## src/rtl/router_pkg.sv

```systemverilog
// router_pkg -- constants shared by the router register block.
//
// Contents:
//   DATA_W_DEF    default packet byte width
//   ADDR_MSB/LSB  location of the destination address field in the header byte
//   ADDR_INVALID  address code that is not mapped to any output port
//   addr_t        type of the address field
//   addr_is_valid helper returning 1 when an address selects a real port
package router_pkg;

  localparam int DATA_W_DEF = 8;

  localparam int ADDR_MSB = 1;
  localparam int ADDR_LSB = 0;
  localparam int ADDR_W   = ADDR_MSB - ADDR_LSB + 1;

  typedef logic [ADDR_W-1:0] addr_t;

  localparam addr_t ADDR_INVALID = 2'b11;

  function automatic logic addr_is_valid(input addr_t addr);
    return addr != ADDR_INVALID;
  endfunction

endpackage

```

## src/rtl/router_reg_parity.sv

```systemverilog
// router_reg_parity -- parity accumulate / capture / compare for one packet.
//
// Ports:
//   clock, resetn          clock and synchronous active-low reset
//   detect_add             start of packet: clears both parity registers and err
//   lfd_state              header is being loaded: header_byte enters the parity
//   ld_state               payload/parity phase
//   full_state             output FIFO full: payload byte already accounted for
//   pkt_valid              high on header/payload, low on the parity byte
//   data_in                incoming byte
//   header_byte            latched header byte from the byte path
//   parity_done            parity byte has been received (compare enable)
//   err                    parity mismatch flag
//
// Build option ROUTER_REG_ERR_STICKY_EN:
//   defined   -> err stays high from the first mismatch until detect_add/reset
//   undefined -> err is a single-cycle pulse one clock after the compare
module router_reg_parity
  import router_pkg::*;
#(
  parameter int DATA_W = DATA_W_DEF
) (
  input  logic              clock,
  input  logic              resetn,
  input  logic              detect_add,
  input  logic              lfd_state,
  input  logic              ld_state,
  input  logic              full_state,
  input  logic              pkt_valid,
  input  logic [DATA_W-1:0] data_in,
  input  logic [DATA_W-1:0] header_byte,
  input  logic              parity_done,
  output logic              err
);

  logic [DATA_W-1:0] internal_parity_reg;
  logic [DATA_W-1:0] packet_parity_reg;
  logic              err_reg;
  logic              mismatch;

  assign mismatch = (internal_parity_reg != packet_parity_reg);
  assign err      = err_reg;

  // Running XOR of header and payload. A byte that arrives while the FIFO is
  // full is still counted in ld_state; the repeat presentation of that same
  // byte during full_state must not be counted a second time.
  always_ff @(posedge clock) begin
    if (!resetn) begin
      internal_parity_reg <= '0;
      packet_parity_reg   <= '0;
    end else begin
      if (detect_add)
        internal_parity_reg <= '0;
      else if (lfd_state)
        internal_parity_reg <= internal_parity_reg ^ header_byte;
      else if (ld_state && pkt_valid && !full_state)
        internal_parity_reg <= internal_parity_reg ^ data_in;

      if (detect_add)
        packet_parity_reg <= '0;
      else if (ld_state && !pkt_valid)
        packet_parity_reg <= data_in;
    end
  end

`ifdef ROUTER_REG_ERR_STICKY_EN
  // Sticky flag: any compare cycle with a mismatch latches err.
  always_ff @(posedge clock) begin
    if (!resetn)
      err_reg <= 1'b0;
    else if (detect_add)
      err_reg <= 1'b0;
    else if (parity_done && mismatch)
      err_reg <= 1'b1;
  end
`else
  // Pulse flag: parity_done stays high until the next header, so the compare
  // is qualified with the first cycle of parity_done to give exactly one
  // clock of err per bad packet.
  logic parity_done_d_reg;

  always_ff @(posedge clock) begin
    if (!resetn) begin
      err_reg           <= 1'b0;
      parity_done_d_reg <= 1'b0;
    end else begin
      parity_done_d_reg <= parity_done;
      if (detect_add)
        err_reg <= 1'b0;
      else
        err_reg <= parity_done && !parity_done_d_reg && mismatch;
    end
  end
`endif

endmodule

```

## src/rtl/router_reg.sv

```systemverilog
// router_reg -- byte path and status registers of the packet router.
//
// Ports:
//   clock, resetn          clock and synchronous active-low reset
//   pkt_valid              source packet-valid (low on the parity byte)
//   data_in   [DATA_W]     source packet byte; header address in [1:0]
//   fifo_full              full flag of the addressed output FIFO
//   detect_add, lfd_state, ld_state, laf_state, full_state, rst_int_reg
//                          one-hot state decodes from the router FSM
//   dout      [DATA_W]     byte presented to the output FIFOs
//   parity_done            parity byte received and forwarded
//   low_pkt_valid          pkt_valid fell while loading data
//   err                    packet parity mismatch
//
// Build option ROUTER_REG_ERR_STICKY_EN selects sticky err (see
// router_reg_parity); default build produces a one-clock err pulse.
module router_reg
  import router_pkg::*;
#(
  parameter int DATA_W = DATA_W_DEF
) (
  input  logic              clock,
  input  logic              resetn,
  input  logic              pkt_valid,
  input  logic [DATA_W-1:0] data_in,
  input  logic              fifo_full,
  input  logic              detect_add,
  input  logic              lfd_state,
  input  logic              ld_state,
  input  logic              laf_state,
  input  logic              full_state,
  input  logic              rst_int_reg,
  output logic [DATA_W-1:0] dout,
  output logic              parity_done,
  output logic              low_pkt_valid,
  output logic              err
);

  logic [DATA_W-1:0] header_byte_reg;
  logic [DATA_W-1:0] fifo_full_byte_reg;
  logic [DATA_W-1:0] dout_reg;
  logic              parity_done_reg;
  logic              low_pkt_valid_reg;
  logic              header_ok;

  assign header_ok     = addr_is_valid(data_in[ADDR_MSB:ADDR_LSB]);
  assign dout          = dout_reg;
  assign parity_done   = parity_done_reg;
  assign low_pkt_valid = low_pkt_valid_reg;

  always_ff @(posedge clock) begin
    if (!resetn) begin
      header_byte_reg    <= '0;
      fifo_full_byte_reg <= '0;
      dout_reg           <= '0;
      parity_done_reg    <= 1'b0;
      low_pkt_valid_reg  <= 1'b0;
    end else begin
      // Headers addressed to the unmapped port are dropped here.
      if (detect_add && pkt_valid && header_ok)
        header_byte_reg <= data_in;

      // A byte arriving while the FIFO is full is parked and replayed in
      // laf_state; dout simply holds during the stall.
      if (ld_state && fifo_full)
        fifo_full_byte_reg <= data_in;

      if (lfd_state)
        dout_reg <= header_byte_reg;
      else if (ld_state && !fifo_full)
        dout_reg <= data_in;
      else if (laf_state)
        dout_reg <= fifo_full_byte_reg;

      // Set has priority over the FSM's internal-reset clear.
      if (ld_state && !pkt_valid)
        low_pkt_valid_reg <= 1'b1;
      else if (rst_int_reg)
        low_pkt_valid_reg <= 1'b0;

      // Parity byte forwarded directly, or replayed after a full stall.
      if (detect_add)
        parity_done_reg <= 1'b0;
      else if ((ld_state && !fifo_full && !pkt_valid) ||
               (laf_state && low_pkt_valid_reg && !parity_done_reg))
        parity_done_reg <= 1'b1;
    end
  end

  router_reg_parity #(
    .DATA_W (DATA_W)
  ) u_parity (
    .clock       (clock),
    .resetn      (resetn),
    .detect_add  (detect_add),
    .lfd_state   (lfd_state),
    .ld_state    (ld_state),
    .full_state  (full_state),
    .pkt_valid   (pkt_valid),
    .data_in     (data_in),
    .header_byte (header_byte_reg),
    .parity_done (parity_done_reg),
    .err         (err)
  );

endmodule

```

## config.mk

```make
export PLATFORM = sky130hd
export DESIGN_NAME = router_reg
export DESIGN_NICKNAME = d
export VERILOG_FILES = /design/src/rtl/router_pkg.sv /design/src/rtl/router_reg_parity.sv /design/src/rtl/router_reg.sv
export SDC_FILE = /design/constraint.sdc
export NUM_CORES = 1
export LEC_CHECK = 0
export CAP_MARGIN = 30
export CORE_UTILIZATION = 50
export CTS_CLUSTER_DIAMETER = 60
export CTS_CLUSTER_SIZE = 14
export DETAILED_ROUTE_END_ITERATION = 8
export DONT_BUFFER_PORTS = 1
export GPL_TIMING_DRIVEN = 0
export PLACE_DENSITY = 0.76
export RECOVER_POWER = 25
export REMOVE_ABC_BUFFERS = 1
export SETUP_SLACK_MARGIN = 0.05
export SYNTH_ARGS = -nofsm -noshare
export SYNTH_HDL_FRONTEND = slang
export SYNTH_SLANG_ARGS = --single-unit
```

## constraint.sdc

```tcl
create_clock -name clock -period 1.1 [get_ports clock]
set_input_delay 0.22 -clock clock [delete_from_list [all_inputs] [get_ports clock]]
set_output_delay 0.22 -clock clock [all_outputs]
set_load 0.05 [all_outputs]
```

==> impl_metrics.env <==
export IMPL_design_area_um2=2091
export IMPL_yosysSeqAreaShare=0.4490
export IMPL_gr_total_overflow=0
export IMPL_path_class="flip-flop to flip-flop"
export IMPL_antenna_found_initial=0
export IMPL_fin_tns_setup_ns=0
export IMPL_multi_input_area_um2=996.0
export IMPL_die_area_um2=4178
export IMPL_drtIter0Drc=56
export IMPL_grt_met2_usage=0.3263
export IMPL_mostFrequentLayoutCells="nand2_1 (26), dfxtp_1 (22), dfxtp_2 (19)"
export IMPL_layout_drive_gt1_share=0.1762
export IMPL_critPathLaunch="u_parity.internal_parity_reg[7]"
export IMPL_cellLeakagePower_nw=0.7897
export IMPL_utilization=0.5626
export IMPL_clk_pin_slew_ns=0.08
export IMPL_worst_pin_slew_ns=0.6491
export IMPL_grt_use_met3=0.07042
export IMPL_grt_busiest_layer="met2"
export IMPL_root_buffer="clkbuf_8"
export IMPL_cap_violations=0
export IMPL_rows=22
export IMPL_worst_path_max_fanout=2
export IMPL_antenna_cells=0
export IMPL_clockBufferDepth=2
export IMPL_grt_util_met1=0.2585
export IMPL_synth_area_um2=1962
export IMPL_avgSynthCellArea_um2=9.125
export IMPL_hold_path_class="input port to flip-flop"
export IMPL_setup_viol=0
export IMPL_min_delay_start="resetn"
export IMPL_ys_warn_count=0
export IMPL_outcome="finished clean"
export IMPL_power_density_nw_per_um2=1417
export IMPL_synthToLayoutAreaGrowth_pct=6.569
export IMPL_r2r_start="u_parity.internal_parity_reg[7]"
export IMPL_syn_instance_count=215
export IMPL_vias_per_cell=5.562
export IMPL_fillers=371
export IMPL_final_cell_count_no_fill=258
export IMPL_dr_pass1_iters=5
export IMPL_place_gp_congestion=0.7205
export IMPL_num_vias=1435
export IMPL_max_freq_ghz=0.9548
export IMPL_grt_pass1_wl_um=6610
export IMPL_ant_nets=0
export IMPL_dp_cells=247
export IMPL_post_dp_cell_area_um2=1931
export IMPL_layout_commonest_cell="nand2_1"
export IMPL_grt_max_degree=28
export IMPL_track_usage=0.2076
export IMPL_final_hold_viol_count=0
export IMPL_period_share=0.9522
export IMPL_avgRoutedWirePerCell_um=14.82
export IMPL_worst_setup_path_start_kind="flip-flop"
export IMPL_required_ns=1.25
export IMPL_ios=29
export IMPL_power_mw=2.962
export IMPL_cts_inserted_buffers=5
export IMPL_wirelength_um=3823
export IMPL_synth_seq_cells=44
export IMPL_clk_latency_ns=0.29
export IMPL_peakVddDrop_uv=793.7
export IMPL_coreArea_um2=3716
export IMPL_fp_dieW_um=64.64
export IMPL_critPathCaptureType="flip-flop"
export IMPL_slew_headroom=0.5673
export IMPL_crit_arrival_ns=1.20
export IMPL_dpl_hpwl_um=2685
export IMPL_route_detailed_drc=0
export IMPL_grt_setup_unrepaired="true"
export IMPL_cts_sinks=44
export IMPL_cts_max_level=2
export IMPL_finalMaxSlewViolations=0
export IMPL_period_minus_slack_ns=1.047
export IMPL_nets=227
export IMPL_initial_core_util=0.5279
export IMPL_regArea_um2=915.9
export IMPL_clock_skew_final_ns=0.001945
export IMPL_synth_cell_types=25
export IMPL_cts_tree="yes"
export IMPL_port_buffers=0
export IMPL_grt_pass1_vias=1367
export IMPL_die_height_um=64.64
stage by stage:
step / hold WS, ns / setup slack, ns
finish: 0.04291 / 0.05261
global route: 0.02121 / -0.01203
CTS: 0.02526 / -0.03764
detailed placement: 0.3442 / -0.2187
global placement: 0.3402 / -0.2178
floorplan: 0.3375 / -0.03804
cells by family (layout without fill, tap and decap cells):
logic type,after synthesis,in the layout,share of synthesized area
AO/OA/AOI/OAI,51,51,0.1856
XOR/XNOR,16,16,0.07143
buffers and inverters,17,12,0.04847
flip-flops,44,44,0.4490
multiplexers,8,8,0.04082
AND/OR/NAND/NOR,79,79,0.2047
where the power goes:
group | switching (mW) | leakage, nW | internal [mW] | total [mW]
Clock | 0.518 | 0.0510 | 0.501 | 1.02
Combinational | 0.0988 | 0.370 | 0.105 | 0.204
Sequential | 0.0922 | 0.369 | 1.65 | 1.74
synth_stat cells:
| cell type | number | area [um^2] |
|---|---|---|
| a22oi_1 | 8 | 60.06 |
| inv_1 | 1 | 3.750 |
| nand3b_1 | 8 | 60.06 |
| buf_6 | 3 | 33.78 |
| nand3_2 | 1 | 10.01 |
| a211oi_1 | 1 | 7.510 |
| nor2_1 | 11 | 41.29 |
| xor2_1 | 16 | 140.1 |
| clkbuf_1 | 8 | 30.03 |
| a21oi_1 | 16 | 80.08 |
| nand3_1 | 16 | 80.08 |
| nor4_1 | 2 | 12.51 |
| a21boi_0 | 9 | 67.56 |
| nor2b_1 | 9 | 56.30 |
| and4bb_2 | 1 | 12.51 |
| dfxtp_1 | 44 | 880.8 |
| a2111oi_0 | 1 | 8.760 |
| nand2b_1 | 4 | 25.02 |
| and2_1 | 1 | 6.260 |
| a32o_1 | 8 | 80.08 |
| o21a_1 | 8 | 60.06 |
| buf_2 | 4 | 20.02 |
| mux2i_1 | 8 | 80.08 |
| nand2_1 | 26 | 97.59 |
| buf_4 | 1 | 7.510 |
worst max-delay path, cell delays in order (launching register included):
cell,delay [ns]
dfxtp_2,0.34
xor2_1,0.15
nor4_1,0.29
a2111oi_1,0.12
repair_timing:
| item | in CTS | in global routing |
|---|---|---|
| buffers inserted | 0 | 3 |
| setup endpoints to repair | 19 | 14 |
| hold buffers | 0 | 0 |
| pin swaps | 0 | 5 |
| gates resized for setup | 11 | 18 |
cell type report:
cell class / instances / share of cell area
clock inverters: 2 / 0.004788
well taps: 48 / 0.02873
clock buffers: 6 / 0.03950
inverters: 1 / 0.001795
flip-flops and latches: 44 / 0.4381
repair buffers: 3 / 0.01077
multi-input cells: 154 / 0.4764
layer usage:
metal,wire length (um),vias to the layer above
met3,226,5
li1,-,738
met4,58,0
met1,1690,663
met2,1846,29
met5,0,-
final timing paths:
path	slack, ns	endpoint	cells after the start
setup / recovery	0.05	u_parity.err	3
hold / removal	0.04	dout[0]	1
hold reg to reg	0.39	u_parity.err	1
setup reg to reg	0.05	u_parity.err	3
(Power assumes the default switching activity.)
